`src/rtl/dmem_arbiter_pkg.sv`:
```
// Shared constants and state encoding for the data-memory arbiter.
package dmem_arbiter_pkg;

    typedef enum logic {
        ARB    = 1'b0,
        LOCKED = 1'b1
    } state_t;

    localparam int DMEM_DEPTH = 1024;
    localparam int ADDR_W     = 10;

    localparam int REQ_CPU = 0;
    localparam int REQ_DBG = 1;

endpackage

```
`src/rtl/dmem_arbiter_rr_arb2.sv`:
```
// Two-way round-robin pick. The pointer names the preferred requester when both
// are eligible and moves to the other side after every grant unless held.
module rr_arb2 (
    input  logic       clk,
    input  logic       rst_n,
    input  logic [1:0] req,
    input  logic [1:0] mask,
    input  logic       hold,
    output logic [1:0] gnt,
    output logic       ptr_nxt
);

    logic       ptr;
    logic [1:0] elig;

    always_comb begin
        elig    = req & mask;
        gnt     = elig;
        if (elig == 2'b11) begin
            gnt = ptr ? 2'b10 : 2'b01;
        end
        ptr_nxt = ptr;
        if (!hold && (gnt != 2'b00)) begin
            ptr_nxt = gnt[0];
        end
    end

    always_ff @(posedge clk or negedge rst_n) begin
        if (!rst_n) begin
            ptr <= 1'b0;
        end else begin
            ptr <= ptr_nxt;
        end
    end

endmodule

```
`src/rtl/dmem_arbiter.sv`:
```
// Two-requester front end for the 1024x32 data memory: round-robin grant,
// locked read-modify-write sequences with timeout, and out-of-range error.
//
// state  | meaning
// ARB    | round-robin between both requesters
// LOCKED | only the owner may be granted; timer counts toward forced release
module dmem_arbiter
    import dmem_arbiter_pkg::*;
#(
    parameter int ADDR_W   = dmem_arbiter_pkg::ADDR_W,
    parameter int LOCK_MAX = 16,
    parameter int CNT_W    = 5
) (
    input  logic        clk,
    input  logic        rst_n,
    input  logic        req_0,
    input  logic        req_1,
    input  logic        we_0,
    input  logic        we_1,
    input  logic        lock_0,
    input  logic        lock_1,
    input  logic [31:0] addr_0,
    input  logic [31:0] addr_1,
    input  logic [31:0] wdata_0,
    input  logic [31:0] wdata_1,
    output logic        gnt_0,
    output logic        gnt_1,
    output logic        rvalid_0,
    output logic        rvalid_1,
    output logic [31:0] rdata_0,
    output logic [31:0] rdata_1,
    output logic        err_0,
    output logic        err_1,
    output logic [31:0] mem_addr,
    output logic [31:0] mem_wrData,
    output logic        mem_wrMem,
    output logic        mem_rdMem,
    input  logic [31:0] mem_rdData,
    output logic        lock_timeout
);

    state_t             state;
    logic               owner;
    logic [CNT_W-1:0]   timer;

    logic [1:0]         req;
    logic [1:0]         mask;
    logic [1:0]         gnt;
    logic               ptr_nxt;

    logic               sel;
    logic               any_gnt;
    logic               we_s;
    logic               lock_s;
    logic               in_range;
    logic [31:0]        addr_s;
    logic [31:0]        wdata_s;
    logic [31:0]        addr_q;
    logic [31:0]        wdata_q;

    logic [1:0]         rvalid_q;
    logic [1:0]         err_q;
    logic               unlock;
    logic               expire;

    // Grants are forced low while reset is held so every output reads 0.
    assign req = {req_1, req_0} & {2{rst_n}};

    always_comb begin
        mask = 2'b11;
        if (state == LOCKED) begin
            mask = owner ? 2'b10 : 2'b01;
        end
    end

    rr_arb2 u_rr (
        .clk     (clk),
        .rst_n   (rst_n),
        .req     (req),
        .mask    (mask),
        .hold    (state == LOCKED),
        .gnt     (gnt),
        .ptr_nxt (ptr_nxt)
    );

    assign sel      = gnt[REQ_DBG];
    assign any_gnt  = |gnt;
    assign addr_s   = sel ? addr_1  : addr_0;
    assign wdata_s  = sel ? wdata_1 : wdata_0;
    assign we_s     = sel ? we_1    : we_0;
    assign lock_s   = sel ? lock_1  : lock_0;
    assign in_range = (addr_s[31:ADDR_W] == '0);

    assign gnt_0      = gnt[REQ_CPU];
    assign gnt_1      = gnt[REQ_DBG];
    assign mem_addr   = any_gnt ? addr_s  : addr_q;
    assign mem_wrData = any_gnt ? wdata_s : wdata_q;
    assign mem_wrMem  = any_gnt & in_range & we_s;
    assign mem_rdMem  = any_gnt & in_range & ~we_s;

    assign unlock = (state == LOCKED) && any_gnt && !lock_s;
    assign expire = (state == LOCKED) && (timer == CNT_W'(LOCK_MAX - 1)) && !unlock;

    always_ff @(posedge clk or negedge rst_n) begin
        if (!rst_n) begin
            state        <= ARB;
            owner        <= 1'b0;
            timer        <= '0;
            lock_timeout <= 1'b0;
            rvalid_q     <= 2'b00;
            err_q        <= 2'b00;
            addr_q       <= '0;
            wdata_q      <= '0;
        end else begin
            lock_timeout <= 1'b0;
            rvalid_q     <= gnt & {2{~we_s}};
            err_q        <= gnt & {2{~in_range}};
            if (any_gnt) begin
                addr_q  <= addr_s;
                wdata_q <= wdata_s;
            end
            case (state)
                ARB: begin
                    if (any_gnt && lock_s) begin
                        state <= LOCKED;
                        // the pointer has just moved away from the winner
                        owner <= ~ptr_nxt;
                        timer <= '0;
                    end
                end
                LOCKED: begin
                    timer <= timer + 1'b1;
                    if (unlock) begin
                        state <= ARB;
                    end else if (expire) begin
                        state        <= ARB;
                        lock_timeout <= 1'b1;
                    end
                end
            endcase
        end
    end

    assign rvalid_0 = rvalid_q[REQ_CPU];
    assign rvalid_1 = rvalid_q[REQ_DBG];
    assign err_0    = err_q[REQ_CPU];
    assign err_1    = err_q[REQ_DBG];
    assign rdata_0  = (rvalid_q[REQ_CPU] && !err_q[REQ_CPU]) ? mem_rdData : '0;
    assign rdata_1  = (rvalid_q[REQ_DBG] && !err_q[REQ_DBG]) ? mem_rdData : '0;

endmodule

```
`config.mk`:
```
export PLATFORM = sky130hd
export DESIGN_NAME = dmem_arbiter
export DESIGN_NICKNAME = d
export VERILOG_FILES = /design/src/rtl/dmem_arbiter_pkg.sv /design/src/rtl/dmem_arbiter_rr_arb2.sv /design/src/rtl/dmem_arbiter.sv
export SDC_FILE = /design/constraint.sdc
export NUM_CORES = 1
export LEC_CHECK = 0
export CAP_MARGIN = 20
export CORE_AREA = 2 2 118 120
export DETAILED_ROUTE_END_ITERATION = 8
export DIE_AREA = 0 0 120 122
export PLACE_DENSITY = 0.86
export SETUP_SLACK_MARGIN = 0.02
export SYNTH_ARGS = -nofsm -noshare
export SYNTH_HDL_FRONTEND = slang
export SYNTH_HIERARCHICAL = 1
export SYNTH_SLANG_ARGS = --single-unit
export TNS_END_PERCENT = 20
```
`constraint.sdc`:
```
create_clock -name clk -period 8.54 [get_ports clk]
set_clock_uncertainty 0.15 [all_clocks]
set_input_delay 1.281 -clock clk [delete_from_list [all_inputs] [get_ports clk]]
set_output_delay 1.281 -clock clk [all_outputs]
set_load 0.01 [all_outputs]
```
==> flow_metrics.tcl, run 1 <==
set metrics [dict create \
    status "complete, no violations" \
    hold_viol 0 \
    crit_fanout 35 \
    p_sw_frac 0.334 \
    power_density_nw_per_um2 266 \
    intPower_uw 1360 \
    worst_r2r_path_depth 7 \
    drcViolationCount 0 \
    finalNetCount 897 \
    cts.htree.levels 3 \
    area_growth_pct 83.3 \
    ys_types 40 \
    vdd_drop_max_mv 0.156 \
    grt_pass1_wl_mm 22.7 \
    hpwl_mm 11.8 \
    p_switching_uw 684 \
    pin_count 305 \
    clk_latency_ns 0.33 \
    antennaDiodeCount 0 \
    mappedNetlistArea_sq_um 4190 \
    synthMuxAreaShare 0.160 \
    synthSimpleGateAreaFrac 0.217 \
    slew_headroom 0.314 \
    period_minus_slack_ns 6.25 \
    synth_fp_nets 606 \
    yosys.area_share.adder 0.00597 \
    routed_wl_mm 15.3 \
    numCtsBuffers 9 \
    ctsHoldBuffers 0 \
    p_seq_frac 0.294 \
    root_buffer "clkbuf_16" \
    die_w_microns 120 \
    finalSetupTns_ns 0 \
    cts_resized 0 \
    viasPerCell 4.68 \
    syn_inst 436 \
    cp_data_required_time_ns 7.11 \
    fp.dieH_microns 122 \
    ant_nets 0 \
    cp.arrival_ns 4.82 \
    synth_edf_count 0 \
    cts_tree "done" \
    numClockSinks 77 \
    async_flop_share 1.00 \
    leakage_uw 0.00300 \
    hp-class "reg2reg" \
    vias 4265 \
    end_kind "output port" \
    global_route.overflow_total 0 \
    start_util 0.311 \
    layout-drive-gt1-share 0.0437 \
    grt.total_usage 0.202 \
    tightest_slew_ns 1.03 \
    drt_iter0_markers 162 \
    synth_warnings 6 \
    synth_top_family_by_area "simple AND/OR/NAND/NOR gates" \
    critPathLaunchType "input pin" \
    synth_flop_cell "dfrtp_1" \
    ys_ff_latch 77 \
    final_area_sq_um 7690 \
    seq_area_frac_synth 0.459 \
    grt_pass1_vias 4128 \
    finalSetupViolCount 0 \
    cts.path.max_buffers 2 \
    cts.clk_slew.worst_paths_ns 0.06 \
    dieArea_sq_um 14600 \
    max_freq_mhz 160 \
    worstSetupPathType "in2out" \
    rsz0062_at_grt "no" \
    maxSlewViolCount 0 \
    place_area_sq_um 7360 \
    fin_crit_sh 0.732 \
    hold_depth 2 \
    wl_per_cell_microns 16.8 \
    cts_setup_buffers 0 \
    coreArea_sq_um 13500 \
    maxCapViolCount 0 \
    io_buffers 304 \
    row_count 43 \
    synth-xor-area-share 0.00418 \
    comb_power_share 0.499 \
    fillers 1151 \
    grt_max_degree 77 \
    syn_avg_cell_area_sq_um 9.62 \
    drt_pre_antenna_iters 5 \
    synth_compound_area_frac 0.110 \
    place.gp.congestion 0.785 \
    pwr-share-clk 0.207 \
    antenna_found_initial 0 \
]
==> path summary, 6_finish.rpt <==
path                                   start                    end  slack, ns
hold / removal             owner$_DFFE_PN0P_      owner$_DFFE_PN0P_       0.37
setup / recovery                       rst_n              mem_wrMem       2.29
max in group asynchronous              rst_n  wdata_q[19]$_DFF_PN0_       6.50
setup reg to reg             state$_DFF_PN0_     err_q[1]$_DFF_PN0_       5.30
hold reg to reg            owner$_DFFE_PN0P_      owner$_DFFE_PN0P_       0.37
min in group asynchronous              rst_n     u_rr/ptr$_DFF_PN0_       0.75
==> kinds of logic after synthesis <==
logic type	after synthesis
AOI/OAI and AO/OA	82
xor gates and xnor gates	2
adders and majority gates	2
buffers and inverters	34
DFF	77
muxes	67
and+or+nand+nor	172
==> placed cells by master (no fill, tap or decap), types with 5 or more instances in the layout <==
cell,netlist,layout
and2_1,67,67
buf_4,1,7
nand2_1,70,70
clkbuf_16,0,9
nor2_1,10,10
a21oi_1,5,5
mux2i_1,66,66
o21ai_1,63,63
or4b_1,5,5
clkdlybuf4s50_1,0,303
dfrtp_1,77,77
==> power groups by stage <==
stage | logic [uW] | registers [uW] | clock network [uW]
floorplan | 480 | 586 | 0
global placement | 1010 | 598 | 0
detailed placement | 1030 | 610 | 0
CTS | 1030 | 604 | 432
global route | 1100 | 620 | 449
finish | 1020 | 603 | 423
==> worst max-delay path, stage by stage <==
cell and delay [ns]:
buf_4 0.37, and2_1 0.22, nand2_1 0.09, a31oi_4 0.62, buf_4 0.44, or4b_1 0.46, o22ai_1 0.18, o21ai_2 0.12
nor4b_1 0.38, clkdlybuf4s50_1 0.63
==> cell usage after synthesis, types with 2 or more instances <==
| library cell | count | area [sq um] |
|---|---|---|
| dfrtp_1 | 77 | 1930 |
| nand2_1 | 70 | 263 |
| and2_1 | 67 | 419 |
| mux2i_1 | 66 | 661 |
| o21ai_1 | 63 | 315 |
| clkbuf_1 | 18 | 67.6 |
| nor2_1 | 10 | 37.5 |
| buf_2 | 6 | 30.0 |
| a21oi_1 | 5 | 25.0 |
| or4b_1 | 5 | 50.1 |
| o22ai_2 | 4 | 50.1 |
| or4_1 | 4 | 30.0 |
| inv_1 | 3 | 11.3 |
| nor3_1 | 3 | 15.0 |
| a31oi_1 | 2 | 12.5 |
| and3_1 | 2 | 12.5 |
| buf_12 | 2 | 40.0 |
| dlygate4sd1_1 | 2 | 17.5 |
| ha_1 | 2 | 25.0 |
| nand2b_1 | 2 | 12.5 |
| nand3_1 | 2 | 10.0 |
| nor2b_1 | 2 | 12.5 |
| o21a_1 | 2 | 15.0 |
==> sequential cells by signal, summed over array words and instances (netlist names), 2 cells and up <==
signal and count:
addr_q 32, rvalid_q 2, err_q 2, wdata_q 32, timer 5
==> routing by layer <==
metal	wire length, microns	share of wire	track usage
met1	6200	0.41	0.248
met5	0	0	0
met3	988	0.065	0.0426
met4	382	0.025	0.0853
met2	7710	0.50	0.343
==> area by class of cell <==
class | instances | area, sq um | share of cell area
clock buffer | 13 | 260 | 0.0339
tap | 180 | 225 | 0.0293
multi-input combinational | 325 | 2110 | 0.274
timing repair buffer | 310 | 3090 | 0.401
inverter | 4 | 15.0 | 0.00195
clock inverter | 3 | 67.6 | 0.00879
sequential | 77 | 1930 | 0.251
==> metrics by stage <==
step | util | instances | power, uW | hold slack, ns | setup WS, ns
floorplan | - | 436 | 1070 | 0.325 | 3.94
global placement | 0.545 | 896 | 1610 | 0.349 | 2.39
detailed placement | 0.545 | 896 | 1640 | 0.356 | 2.25
CTS | 0.569 | 912 | 2070 | 0.374 | 2.24
global route | 0.569 | 912 | 2170 | 0.403 | 1.94
finish | 0.569 | 912 | 2050 | 0.374 | 2.29
(Power assumes the default switching activity.)
==> run 2: changes to the inputs <==
- PLACE_DENSITY: 0.86 -> 0.89
- clock period: 8.54 -> 5.1 ns (I/O delays scaled with it)
==> run 2 against run 1 <==
  * Via count is 1.7% higher
  * Cell area is 0.49% higher
  * Clock power is 55% higher
  * Global-route usage is 1.5 points higher
  * Sequential cell count stayed put
  * Non-clock buffer count is 7 higher
  * Critical path depth is 1 lower
  * Utilization is 0.28 points higher
  * Combinational power is 71% higher
  * Count of clock-buffer cells in the layout is 2 lower
  * Sequential share of layout area is 0.12 points lower
  * Worst setup slack worse by 1.8 ns
  * Critical path type unchanged
  * Critical endpoint is now mem_rdMem
  * Largest cell class unchanged
  * Largest power group unchanged
==> flow_metrics.tcl, run 2 (synthesis results as in run 1) <==
set metrics [dict create \
    status "complete, no violations" \
    cts_resized 0 \
    maxSlewViolCount 0 \
    total_power_uw 3400 \
    ant_nets 0 \
    io_buffers 304 \
    fillers 1163 \
    max_stage_delay_ns 0.68 \
    dieArea_sq_um 14600 \
    power_density_nw_per_um2 440 \
    global_route.overflow_total 0 \
    antenna_found_initial 0 \
    grt_pass1_vias 4169 \
    area_growth_pct 84.2 \
    root_buffer "clkbuf_16" \
    cpLargestDelayFamily "simple AND/OR/NAND/NOR gates" \
    place_area_sq_um 7420 \
    fin_util 0.572 \
    start_util 0.311 \
    wl_per_cell_microns 17.6 \
    finalSetupTns_ns 0 \
    finalSetupViolCount 0 \
    drcViolationCount 0 \
    cts.path.max_buffers 2 \
    vias 4336 \
    worstSetupPathType "in2out" \
    cp.arrival_ns 3.65 \
    routed_wl_mm 16.2 \
    vdd_drop_max_mv 0.268 \
    final_area_sq_um 7720 \
    leakage_uw 0.00303 \
    tightest_slew_ns 0.967 \
    numCtsBuffers 9 \
    maxCapViolCount 0 \
    cts_tree "done" \
    period_minus_slack_ns 4.56 \
    cts.htree.levels 3 \
    rsz0062_at_grt "no" \
    hpwl_mm 12.7 \
    timing.hold.ws_ns 0.0849 \
    viasPerCell 4.72 \
    cts.clk_slew.worst_paths_ns 0.06 \
    path_buf_inv 2 \
    crit_chain "clkdlybuf4s50_1 -> and2_1 -> nand2_1 -> a31oi_4 -> or4b_1 -> o22ai_2 -> nand4_2 -> nor4_1 -> clkdlybuf4s50_1" \
    drt_iter0_markers 204 \
    crit_fanout 15 \
    fin_crit_sh 0.895 \
    layout-drive-gt1-share 0.0542 \
    layout_common_cells "clkdlybuf4s50_1 (303), dfrtp_1 (77), nand2_1 (70), and2_1 (67), mux2i_1 (66)" \
    die_w_microns 120 \
    coreArea_sq_um 13500 \
    r2r_slack_ns 2.37 \
    clk_latency_ns 0.34 \
    final_common_cell "clkdlybuf4s50_1" \
    cp_data_required_time_ns 4.18 \
    critPathSlowestCell "clkdlybuf4s50_1" \
    end_kind "output port" \
    place.gp.congestion 0.800 \
    antennaDiodeCount 0 \
    cp_common_cell "clkdlybuf4s50_1" \
    cts_setup_buffers 0 \
    critPathLaunchType "input pin" \
    max_freq_mhz 219 \
    hp-class "in2async" \
    grt_pass1_wl_mm 23.9 \
    grt_max_degree 78 \
    grt.total_usage 0.217 \
    drt_pre_antenna_iters 5 \
    row_count 43 \
    ctsHoldBuffers 0 \
    numClockSinks 77 \
    finalNetCount 904 \
    slew_headroom 0.355 \
    pin_count 305 \
    fp.dieH_microns 122 \
    hold_viol 0 \
    top_regs "addr_q: 32 flops, wdata_q: 32 flops, timer: 5 flops" \
]
## run 2: changes by cell type in the layout (fill, tap and decap cells not counted)
cell | before | now
bufinv_16 | 2 | 1
clkbuf_1 | 2 | 0
buf_12 | 0 | 1
buf_4 | 7 | 13
clkinv_2 | 0 | 2
## run 2: routing by layer
| metal | GRT usage | up-vias | routed length (microns) |
|---|---|---|---|
| met5 | 0 | - | 0 |
| met4 | 0.0706 | 0 | 314 |
| met3 | 0.0609 | 20 | 1230 |
| met2 | 0.381 | 200 | 8320 |
| met1 | 0.256 | 2031 | 6310 |
| li1 | - | 2085 | - |
## run 2: area by class of cell
type | count | area [sq um] | area share
Inverter | 4 | 15.0 | 0.00194
Tap cell | 180 | 225 | 0.0292
Clock buffer | 11 | 253 | 0.0327
Multi-Input combinational cell | 325 | 2110 | 0.273
Timing Repair Buffer | 317 | 3150 | 0.408
Clock inverter | 4 | 47.5 | 0.00616
Sequential cell | 77 | 1930 | 0.249
## run 2: final timing paths
check	end	startpoint	cells past startpoint
min	wdata_q[10]$_DFF_PN0_	rst_n	1
min in group clk	timer[0]$_DFFE_PN0P_	timer[0]$_DFFE_PN0P_	1
max in group asynchronous	wdata_q[23]$_DFF_PN0_	rst_n	2
max reg2reg	timer[0]$_DFFE_PN0P_	state$_DFF_PN0_	7
min reg2reg	timer[0]$_DFFE_PN0P_	timer[0]$_DFFE_PN0P_	1
max	mem_rdMem	req_1	9
## run 2: stage by stage
step,setup slack [ns],std cells
finish,0.538,918
global placement,0.582,903
CTS,0.504,918
detailed placement,0.500,903
global route,0.288,918
floorplan,1.53,436
## run 2: report_power, final
group / switching (uW) / internal, uW
logic: 799 / 939
registers: 105 / 900
clock network: 254 / 401
==> run 3: changes to the inputs <==
- CAP_MARGIN: 20 -> not set
==> results of run 3 <==
Final layout, timing and power as in run 2 (identical DEF).
